## config.mk

```make
export PLATFORM = sky130hd
export DESIGN_NAME = bin2bcd_serial
export DESIGN_NICKNAME = d
export VERILOG_FILES = /design/src/rtl/bin2bcd_serial.sv
export SDC_FILE = /design/constraint.sdc
export NUM_CORES = 1
export LEC_CHECK = 0
export CAP_MARGIN = 20
export CORE_MARGIN = 2
export CORE_UTILIZATION = 35
export CTS_CLUSTER_DIAMETER = 60
export DETAILED_ROUTE_END_ITERATION = 12
export PLACE_DENSITY_LB_ADDON = 0.12
export SLEW_MARGIN = 10
export SYNTH_ARGS = -nofsm -noshare
export SYNTH_HDL_FRONTEND = slang
export SYNTH_SLANG_ARGS = --single-unit
export TNS_END_PERCENT = 10
```

## constraint.sdc

```tcl
create_clock -name Clock -period 1.4 [get_ports Clock]
set_clock_uncertainty 0.05 [all_clocks]
set_input_delay 0.28 -clock Clock [delete_from_list [all_inputs] [get_ports Clock]]
set_output_delay 0.28 -clock Clock [all_outputs]
set_load 0.1 [all_outputs]
```

## src/rtl/bin2bcd_serial.sv

```systemverilog
// Serial shift-and-add-3 (double-dabble) binary to packed BCD converter.
// One conversion step per clock; WIDTH steps per conversion, result held until the next Done.
module bin2bcd_serial #(
    parameter int WIDTH  = 8,
    parameter int DIGITS = 3
) (
    input  logic                  Clock,
    input  logic                  Resetn,
    input  logic                  Start,
    input  logic [WIDTH-1:0]      Bin,
    output logic                  Busy,
    output logic                  Done,
    output logic [4*DIGITS-1:0]   BCD
);

    localparam int CNT_W = $clog2(WIDTH + 1);

    localparam logic [1:0] IDLE  = 2'd0;
    localparam logic [1:0] SHIFT = 2'd1;
    localparam logic [1:0] DONE  = 2'd2;

    logic [1:0]            state_reg,  state_next;
    logic [WIDTH-1:0]      bin_sr_reg, bin_sr_next;
    logic [4*DIGITS-1:0]   bcd_sr_reg, bcd_sr_next;
    logic [CNT_W-1:0]      cnt_reg,    cnt_next;
    logic [4*DIGITS-1:0]   bcd_reg,    bcd_next;

    logic [4*DIGITS-1:0]   bcd_adj;
    logic [4*DIGITS-1:0]   bcd_shift;
    logic [WIDTH-1:0]      bin_shift;

    // Nibble correction happens before the shift; the +3 wraps inside the nibble.
    genvar gi;
    generate
        for (gi = 0; gi < DIGITS; gi++) begin : g_adj
            assign bcd_adj[4*gi +: 4] = (bcd_sr_reg[4*gi +: 4] >= 4'd5)
                                        ? bcd_sr_reg[4*gi +: 4] + 4'd3
                                        : bcd_sr_reg[4*gi +: 4];
        end
    endgenerate

    assign bcd_shift = {bcd_adj[4*DIGITS-2:0], bin_sr_reg[WIDTH-1]};
    assign bin_shift = bin_sr_reg << 1;

    always_comb begin
        state_next  = state_reg;
        bin_sr_next = bin_sr_reg;
        bcd_sr_next = bcd_sr_reg;
        cnt_next    = cnt_reg;
        bcd_next    = bcd_reg;
        case (state_reg)
            IDLE, DONE: begin
                if (Start) begin
                    bin_sr_next = Bin;
                    bcd_sr_next = '0;
                    cnt_next    = CNT_W'(WIDTH);
                    state_next  = SHIFT;
                end else begin
                    state_next  = IDLE;
                end
            end
            SHIFT: begin
                bcd_sr_next = bcd_shift;
                bin_sr_next = bin_shift;
                cnt_next    = cnt_reg - CNT_W'(1);
                if (cnt_reg == CNT_W'(1)) begin
                    bcd_next   = bcd_shift;
                    state_next = DONE;
                end
            end
            default: state_next = IDLE;
        endcase
    end

    always_ff @(posedge Clock) begin
        if (!Resetn) begin
            state_reg  <= IDLE;
            bin_sr_reg <= '0;
            bcd_sr_reg <= '0;
            cnt_reg    <= '0;
            bcd_reg    <= '0;
        end else begin
            state_reg  <= state_next;
            bin_sr_reg <= bin_sr_next;
            bcd_sr_reg <= bcd_sr_next;
            cnt_reg    <= cnt_next;
            bcd_reg    <= bcd_next;
        end
    end

    assign Busy = (state_reg == SHIFT);
    assign Done = (state_reg == DONE);
    assign BCD  = bcd_reg;

endmodule

```

# After elaboration in Yosys (flattened, before gate mapping)
# Index checks and enable logic that the tools add are counted.
# word_totals
ff_bits	38
out_inout_bits	14
# classes
add_sub_neg	4
order_cmp	3
n_eq_ne	5
mux	12
reduce_logical	5
# ops
operator	n
$pmux 12 s2	1
$pmux 8 s2	1
$ge 4x3->1 const B	3
$mux 12	1
$mux 4	3
$add 4x2->4 const B	2
$mux 8	1
$pmux 4 s2	1
$eq 4x1->1 const B	1
$pmux 2 s2	1
$reduce_and 2->1	2
$sub 4x1->4 const B	1
$add 3x2->3 const B	1
$mux 3	1
$eq 2x1->1 const B	1
$eq 2x2->1 const B	1
$logic_not 2->1	1
$mux 2	1
$ne 2x1->1 const B	1
$ne 2x2->1 const B	1
$reduce_bool 2->1	1
$reduce_or 2->1	1
$mux 1	1

# Longest topological paths before layout
# Gate-level depths: netlist of the first run.
# logic_depth
ltp_word	4
mapped_depth	6
mapped_depth_nobuf	6

# Worst setup path before layout of the first run
# OpenSTA, ideal clock, no wires.
# synth_path
path_type	register to register
start	reg bcd_sr_reg[4]
end	reg bcd_sr_reg[6]
t_arrival_ns	1.390
setup_slack_ns	-0.115
stages_incl_launch_ff	7
path_buffers	0
period_less_slack_ns	1.515
cell_sequence	dfxtp_1 -> inv_1 -> ha_1 -> nand2b_1 -> a21oi_1 -> mux2_2 -> o22ai_1
# synth_between
elab_chain_cells	3
# synth_lines
item	line	source
start: declaration	24	logic [4*DIGITS-1:0] bcd_sr_reg, bcd_sr_next;
start signal: assignment	85	bcd_sr_reg <= bcd_sr_next;
$add 4x2->4 or $ge 4x3->1 (tied branches)	37, 36	
$mux 4 *	37	? bcd_sr_reg[4*gi +: 4] + 4'd3
$pmux 12 s2 *	51	case (state_reg)
# Every way passes the cells marked *; elsewhere a longest branch is shown, timed or not.
# A chain may end at the register's enable or synchronous reset.

# Worst setup path in the final report of the first run
# layout_path
start	reg bcd_sr_reg[9]
end	reg bcd_sr_reg[10]
# layout_between
elab_chain_cells	3
# layout_lines
item	line
$ge 4x3->1 or $add 3x2->3 (tied branches)	36, 37
$mux 3 *	37
$pmux 12 s2 *	51
# Marked as above.

==> impl_metrics.py, run 1 <==
metrics = {
    "synth": {
        "yosys.area.top_type": "dfxtp_1",
        "ys.flop_type": "dfxtp_1",
        "syn-cell-area_mm2": 0.00177,
        "ys_seq_area_share_pct": 43.0,
        "synth_seq_cells": 38,
        "synthArstFlopShare_pct": 0,
        "yosys_warnings": 0,
        "netlist.area_leader.share_pct": 43.0,
        "ys_types": 34,
        "synthTopCellsByCount": "38 x dfxtp_1, 15 x nor2_1, 14 x a21oi_1, 14 x o22ai_1, 11 x nand3_1",
        "syn_area_per_cell_um2": 9.21,
        "yosysMostFrequentCell": "dfxtp_1",
        "synth_area_leaders": "dfxtp_1 43%, ha_1 5.7%, o22ai_1 5.0%",
        "synth-edff-count": 0,
        "synth_fp_nets": 211,
        "synthCells": 192,
    },
    "setup_path": {
        "regToRegSetupSlack_ns": -0.06,
        "reg2reg_to": "bcd_sr_reg[10]$_SDFFE_PN0P_",
        "critPathRequiredTime_ns": 1.57,
        "cp_data_arrival_time_ns": 1.62,
        "cp-end-kind": "register",
        "cp-start-kind": "register",
        "crit_path_top_delay_cell": "dfxtp_2",
        "startpoint": "bcd_sr_reg[9]$_SDFFE_PN0P_",
        "critPathBufInv": 1,
        "path_cells": "inv_2 -> ha_1 -> nand2b_4 -> a21oi_4 -> mux2_4 -> o22ai_2",
        "r2r_cells": 6,
        "cp_top_family": "flip-flops",
        "rr_startpoint": "bcd_sr_reg[9]$_SDFFE_PN0P_",
        "crit_fanout": 3,
        "cpPeakStageDelay_ns": 0.34,
        "crit_path_end": "bcd_sr_reg[10]$_SDFFE_PN0P_",
        "worstSetupPathDepth": 6,
        "worstSetupPathType": "reg -> reg",
    },
    "layout": {
        "fin_area_mm2": 0.00269,
        "nNetsFinal": 258,
        "finalNonFillerCells": 307,
        "multiInputGateArea_mm2": 0.00107,
        "drive_gt1_share_pct": 38.3,
        "antenna_cells": 0,
        "fill_cells": 427,
        "synthToLayoutAreaGrowth_pct": 51.8,
        "register_area_um2": 774,
    },
    "global_route": {
        "grt_overflow_total": 0,
        "grt_pass1_wl_um": 7120,
        "grt_max_degree": 18,
        "grt_pass1_vias": 1541,
        "antenna_found_initial": 0,
        "grtUsageTotal_pct": 16.5,
    },
    "sta": {
        "layout_setup_ws_ns": -0.0573,
        "finalSetupTns_ns": -0.177,
        "worstMarginPinSlew_ns": 0.404,
        "fin_crit_ns": 1.46,
        "hold_violations": 0,
        "max_freq_ghz": 0.686,
        "rsz0062_at_grt": "true",
        "slew_viol_final": 0,
        "holdWs_ns": 0.445,
        "setup_violations": 6,
        "timing.slew.headroom_pct": 73.0,
        "period_share_pct": 104,
    },
    "place": {
        "hpwl_um": 2870,
        "port_buffers": 24,
        "dp_cells": 296,
        "dpl_cell_area_mm2": 0.00238,
        "preCtsSetupSlack_ns": -0.184,
        "place_congestion": 0.840,
    },
    "run_status": {
        "violations": "setup timing",
        "outcome": "complete, but fails checks",
    },
    "detailed_routing": {
        "drt-total-wl_um": 4050,
        "wl_met1_um": 1940,
        "first_iter_violations": 47,
        "wl_met3_um": 132,
        "met2_length_um": 1900,
        "drt-pass1-iter-count": 4,
        "highest_layer": "met4",
        "drc_errors": 0,
        "via_count": 1502,
        "ant_nets": 0,
        "viasPerCell": 4.89,
        "wl_per_cell_um": 13.2,
    },
    "floorplan": {
        "rows": 25,
        "dieArea_mm2": 0.00564,
        "die_y_um": 75.1,
        "fp.dieW_um": 75.1,
        "core_mm2": 0.00479,
        "start_util_pct": 37.0,
        "ios": 25,
    },
    "power": {
        "leakage_uw": 0.00103,
        "power.switching_uw": 621,
        "peakVddDrop_uv": 701,
        "p_sw_share_pct": 26.7,
        "cellPowerDensity_mw_per_mm2": 866,
        "pwr-share-clk_pct": 33.0,
        "p_comb_share_pct": 17.2,
        "seq_power_share_pct": 49.8,
        "intPower_uw": 1700,
    },
    "cts": {
        "cts_buffers": 5,
        "clk_pin_slew_ns": 0.07,
        "cts_tree": "done",
        "cts.sinks": 38,
        "clock_path_buffers": 2,
        "cts_root_buf": "clkbuf_8",
        "holdBufCountCts": 0,
        "cts_max_level": 2,
        "worstSkewPairLatency_ns": 0.28,
    },
    "run": {
        "cap_violations": 0,
    },
    "worst_hold_path": {
        "min_path_type": "reg -> reg",
    },
}
## metal layers
layer,GRT usage [%],up-vias
met2,25.4,22
met5,0,-
met3,4.02,8
met4,6.55,0
met1,22.3,700
li1,-,772
## how the worst min path moves through the flow
| stage | start | to | slack [ns] | depth (start not counted) |
|---|---|---|---|---|
| after global placement | cnt_reg[3]$_SDFFE_PN0P_ | cnt_reg[3]$_SDFFE_PN0P_ | 0.41 | 1 |
| after global routing | cnt_reg[3]$_SDFFE_PN0P_ | cnt_reg[3]$_SDFFE_PN0P_ | 0.47 | 1 |
| after floorplan | cnt_reg[3]$_SDFFE_PN0P_ | cnt_reg[3]$_SDFFE_PN0P_ | 0.39 | 1 |
| after detailed placement | cnt_reg[3]$_SDFFE_PN0P_ | cnt_reg[3]$_SDFFE_PN0P_ | 0.43 | 1 |
| after CTS | cnt_reg[3]$_SDFFE_PN0P_ | cnt_reg[3]$_SDFFE_PN0P_ | 0.44 | 1 |
| final | cnt_reg[3]$_SDFFE_PN0P_ | cnt_reg[3]$_SDFFE_PN0P_ | 0.44 | 1 |
## cells by family (layout without fill, tap and decap cells)
kind of cell | Yosys count | count (layout) | synth area share, %
buf+inv | 22 | 70 | 7.21
xor+xnor | 4 | 4 | 1.98
flops | 38 | 38 | 43.0
simple gates | 59 | 59 | 17.9
compound gates | 50 | 50 | 17.8
mux | 11 | 11 | 6.44
fa+ha+maj | 8 | 8 | 5.66
## placed cells by master (no fill, tap or decap), types with 2 or more instances in the layout
cell type	count
nor2b_1	3
nor3b_1	6
a21oi_1	11
nor3_1	4
clkdlybuf4s50_1	10
buf_4	24
dfxtp_2	8
o22ai_2	4
buf_12	16
o22ai_1	10
xnor2_2	3
nor2_1	15
mux2_4	3
o211a_1	2
ha_4	5
ha_1	2
mux2i_1	8
a211oi_1	8
clkbuf_8	6
nand2_1	9
a22oi_1	2
o21ai_0	3
a21oi_4	3
nand2b_4	4
nand3_1	11
inv_1	5
inv_2	3
o21ai_1	4
inv_4	2
a21boi_1	2
dfxtp_1	29
## power by group through the flow
stage                     clock [uW]  sequential (uW)  combinational, uW
after floorplan                    0             1210                221
after global placement             0             1180                374
after detailed placement           0             1180                379
after CTS                        793             1160                395
after global routing             844             1160                437
final                            766             1160                401
## what timing repair did
action / in CTS / in global routing
pin swaps: 7 / 7
buffers inserted: 2 / 1
hold endpoints to repair: 0 / 0
resized for setup: 28 / 22
endpoints found under the setup margin: 14 / 24
## through the flow
| stage | util (%) | power (uW) |
|---|---|---|
| finish | 56.1 | 2330 |
| global route | 56.1 | 2440 |
| CTS | 54.4 | 2350 |
| detailed placement | 49.8 | 1560 |
| global placement | 49.8 | 1550 |
| floorplan | - | 1430 |
## final cells by class
class / instances / share of cell area (%)
Clock buffer: 7 / 3.22
Multi-Input combinational cell: 132 / 39.8
Clock inverter: 1 / 0.186
Tap cell: 67 / 3.12
Inverter: 11 / 1.91
Timing Repair Buffer: 51 / 22.9
Sequential cell: 38 / 28.8
Note: power is estimated with default switching activity, not from simulation.
==> inputs of run 2 (changes only) <==
==> constraint.sdc (replaced) <==
create_clock -name Clock -period 1.4 [get_ports Clock]
set_clock_uncertainty 0.05 [all_clocks]
set_input_delay 0.42 -clock Clock [delete_from_list [all_inputs] [get_ports Clock]]
set_output_delay 0.42 -clock Clock [all_outputs]
set_load 0.1 [all_outputs]
==> run 2 against run 1 <==
  * The flow still finishes with violations (setup timing)
  * Sequential share of layout area up 0.31 points
  * Critical path type is now reg -> out
  * Combinational power about the same
  * Clock-buffer cell count decreased by 2
  * Non-clock buffer count is the same
  * Sequential power barely moved
  * Wire length hardly changed
  * Via count grew 2.8%
  * Clock power increased by 24%
  * Critical path depth down 4
  * Final cell count did not move
  * First-iteration DRC count rose by 13%
==> impl_metrics.py, run 2 (synthesized netlist as in run 1, its figures left out) <==
metrics = {
    "run_status": {
        "outcome": "complete, but fails checks",
        "violations": "setup timing",
    },
    "setup_path": {
        "cp-end-kind": "primary output",
        "worstSetupPathType": "reg -> out",
        "r2r_cells": 6,
        "startpoint": "state_reg[0]$_SDFFE_PN0P_",
        "cp-start-kind": "register",
        "cp_data_arrival_time_ns": 1.06,
        "critPathRequiredTime_ns": 0.93,
        "crit_path_top_delay_cell": "dfxtp_2",
        "cpPeakStageDelay_ns": 0.36,
        "path_cells": "and2b_2 -> buf_12",
        "reg2reg_to": "bcd_sr_reg[2]$_SDFFE_PN0P_",
        "crit_path_end": "Done",
        "crit_fanout": 3,
        "rr_startpoint": "bcd_sr_reg[1]$_SDFFE_PN0P_",
        "regToRegSetupSlack_ns": -0.07,
    },
    "layout": {
        "drive_gt1_share_pct": 37.5,
        "antenna_cells": 0,
        "final_util_pct": 55.2,
        "synthToLayoutAreaGrowth_pct": 49.4,
        "mostFrequentLayoutCell": "dfxtp_1",
        "nNetsFinal": 258,
        "final_cell_mix": "30 x dfxtp_1, 25 x buf_4, 16 x buf_12",
    },
    "power": {
        "cellPowerDensity_mw_per_mm2": 949,
        "power.switching_uw": 674,
        "seq_power_share_pct": 46.1,
        "p_comb_share_pct": 16.0,
        "leakage_uw": 0.00101,
        "intPower_uw": 1830,
        "pwr-share-clk_pct": 37.9,
        "p_sw_share_pct": 26.9,
        "peakVddDrop_uv": 434,
    },
    "run": {
        "cap_violations": 0,
    },
    "place": {
        "hpwl_um": 2740,
        "place_congestion": 0.794,
        "preCtsSetupSlack_ns": -0.334,
        "port_buffers": 24,
    },
    "detailed_routing": {
        "drt-total-wl_um": 4050,
        "drt-pass1-iter-count": 4,
        "via_count": 1544,
        "wl_per_cell_um": 13.2,
        "first_iter_violations": 53,
        "drc_errors": 0,
        "viasPerCell": 5.03,
        "ant_nets": 0,
    },
    "global_route": {
        "grt_pass1_vias": 1482,
        "grtUsageTotal_pct": 16.1,
        "grt_overflow_total": 0,
        "antenna_found_initial": 0,
        "grt_max_degree": 18,
        "grt_pass1_wl_um": 6760,
    },
    "sta": {
        "holdWs_ns": 0.429,
        "slew_viol_final": 0,
        "layout_setup_ws_ns": -0.128,
        "max_freq_ghz": 0.655,
        "period_share_pct": 109,
        "rsz0062_at_grt": "true",
        "hold_violations": 0,
        "worstMarginPinSlew_ns": 0.372,
        "fin_crit_ns": 1.53,
        "setup_violations": 10,
        "timing.slew.headroom_pct": 75.1,
    },
    "cts": {
        "cts_max_level": 2,
        "cts_root_buf": "clkbuf_8",
        "cts.sinks": 38,
        "clk_pin_slew_ns": 0.08,
        "holdBufCountCts": 0,
        "clock_path_buffers": 2,
        "cts_tree": "done",
        "worstSkewPairLatency_ns": 0.30,
        "cts_buffers": 5,
    },
    "floorplan": {
        "rows": 25,
        "fp.dieW_um": 75.1,
        "core_mm2": 0.00479,
        "start_util_pct": 37.0,
        "ios": 25,
        "dieArea_mm2": 0.00564,
        "die_y_um": 75.1,
    },
    "worst_hold_path": {
        "min_path_type": "reg -> reg",
    },
}
==> run 2: changes by cell type in the layout (fill, tap and decap cells not counted), sizes merged <==
cell,change
clkbuf,-2
clkinvlp,+2
bufinv,+1
clkinv,-1
==> run 2: per-layer routing <==
layer	track usage, %	vias up	share of wire [%]
li1	-	775	-
met1	20.2	737	46
met2	26.0	24	49
met3	4.02	8	3.2
met4	7.14	0	1.8
met5	0	-	0
==> run 2: worst min path at each step <==
stage	from	to	cells past startpoint	slack (ns)
2_1_floorplan	cnt_reg[3]$_SDFFE_PN0P_	cnt_reg[3]$_SDFFE_PN0P_	1	0.39
3_3_place_gp	cnt_reg[3]$_SDFFE_PN0P_	cnt_reg[3]$_SDFFE_PN0P_	1	0.42
3_5_place_dp	cnt_reg[3]$_SDFFE_PN0P_	cnt_reg[3]$_SDFFE_PN0P_	1	0.42
4_1_cts	cnt_reg[3]$_SDFFE_PN0P_	cnt_reg[3]$_SDFFE_PN0P_	1	0.43
5_1_grt	cnt_reg[3]$_SDFFE_PN0P_	cnt_reg[3]$_SDFFE_PN0P_	1	0.45
6_report	cnt_reg[3]$_SDFFE_PN0P_	cnt_reg[3]$_SDFFE_PN0P_	1	0.43
==> run 2: repair_timing <==
item / CTS / global route
endpoints found under the setup margin: 15 / 28
setup buffers: 0 / 1
gates resized for setup: 15 / 25
cloned: 0 / 0
pin swaps: 6 / 6
==> run 2: layout make-up <==
cell class	count	area, um^2
fill	426	2140
multi-input combinational	132	1020
sequential	38	771
timing repair buffer	51	608
tap	67	83.8
clock buffer	5	68.8
clock inverter	3	45.0
inverter	11	43.8
==> run 2: per-stage QoR <==
stage / instance area [um^2] / cells / setup TNS [ns] / total power (uW)
2_1_floorplan: 1770 / 192 / -0.659 / 1420
3_3_place_gp: 2370 / 298 / -7.52 / 1560
3_5_place_dp: 2370 / 298 / -7.94 / 1560
4_1_cts: 2530 / 306 / -0.704 / 2530
5_1_grt: 2640 / 307 / -1.66 / 2620
6_report: 2640 / 307 / -0.595 / 2510
==> run 2: worst max-delay path, delay by kind of cell, from the launching register on <==
| kind | cells | cell delay (ns) |
|---|---|---|
| flip-flops | 1 | 0.36 |
| AND/OR/NAND/NOR | 1 | 0.24 |
| buffers and inverters | 1 | 0.16 |
==> run 2: power by group through the flow <==
| stage | registers [uW] | clock network [uW] | logic (uW) |
|---|---|---|---|
| finish | 1160 | 951 | 401 |
| global route | 1160 | 1020 | 430 |
| CTS | 1160 | 983 | 387 |
| detailed placement | 1180 | 0 | 382 |
| global placement | 1180 | 0 | 377 |
| floorplan | 1210 | 0 | 218 |
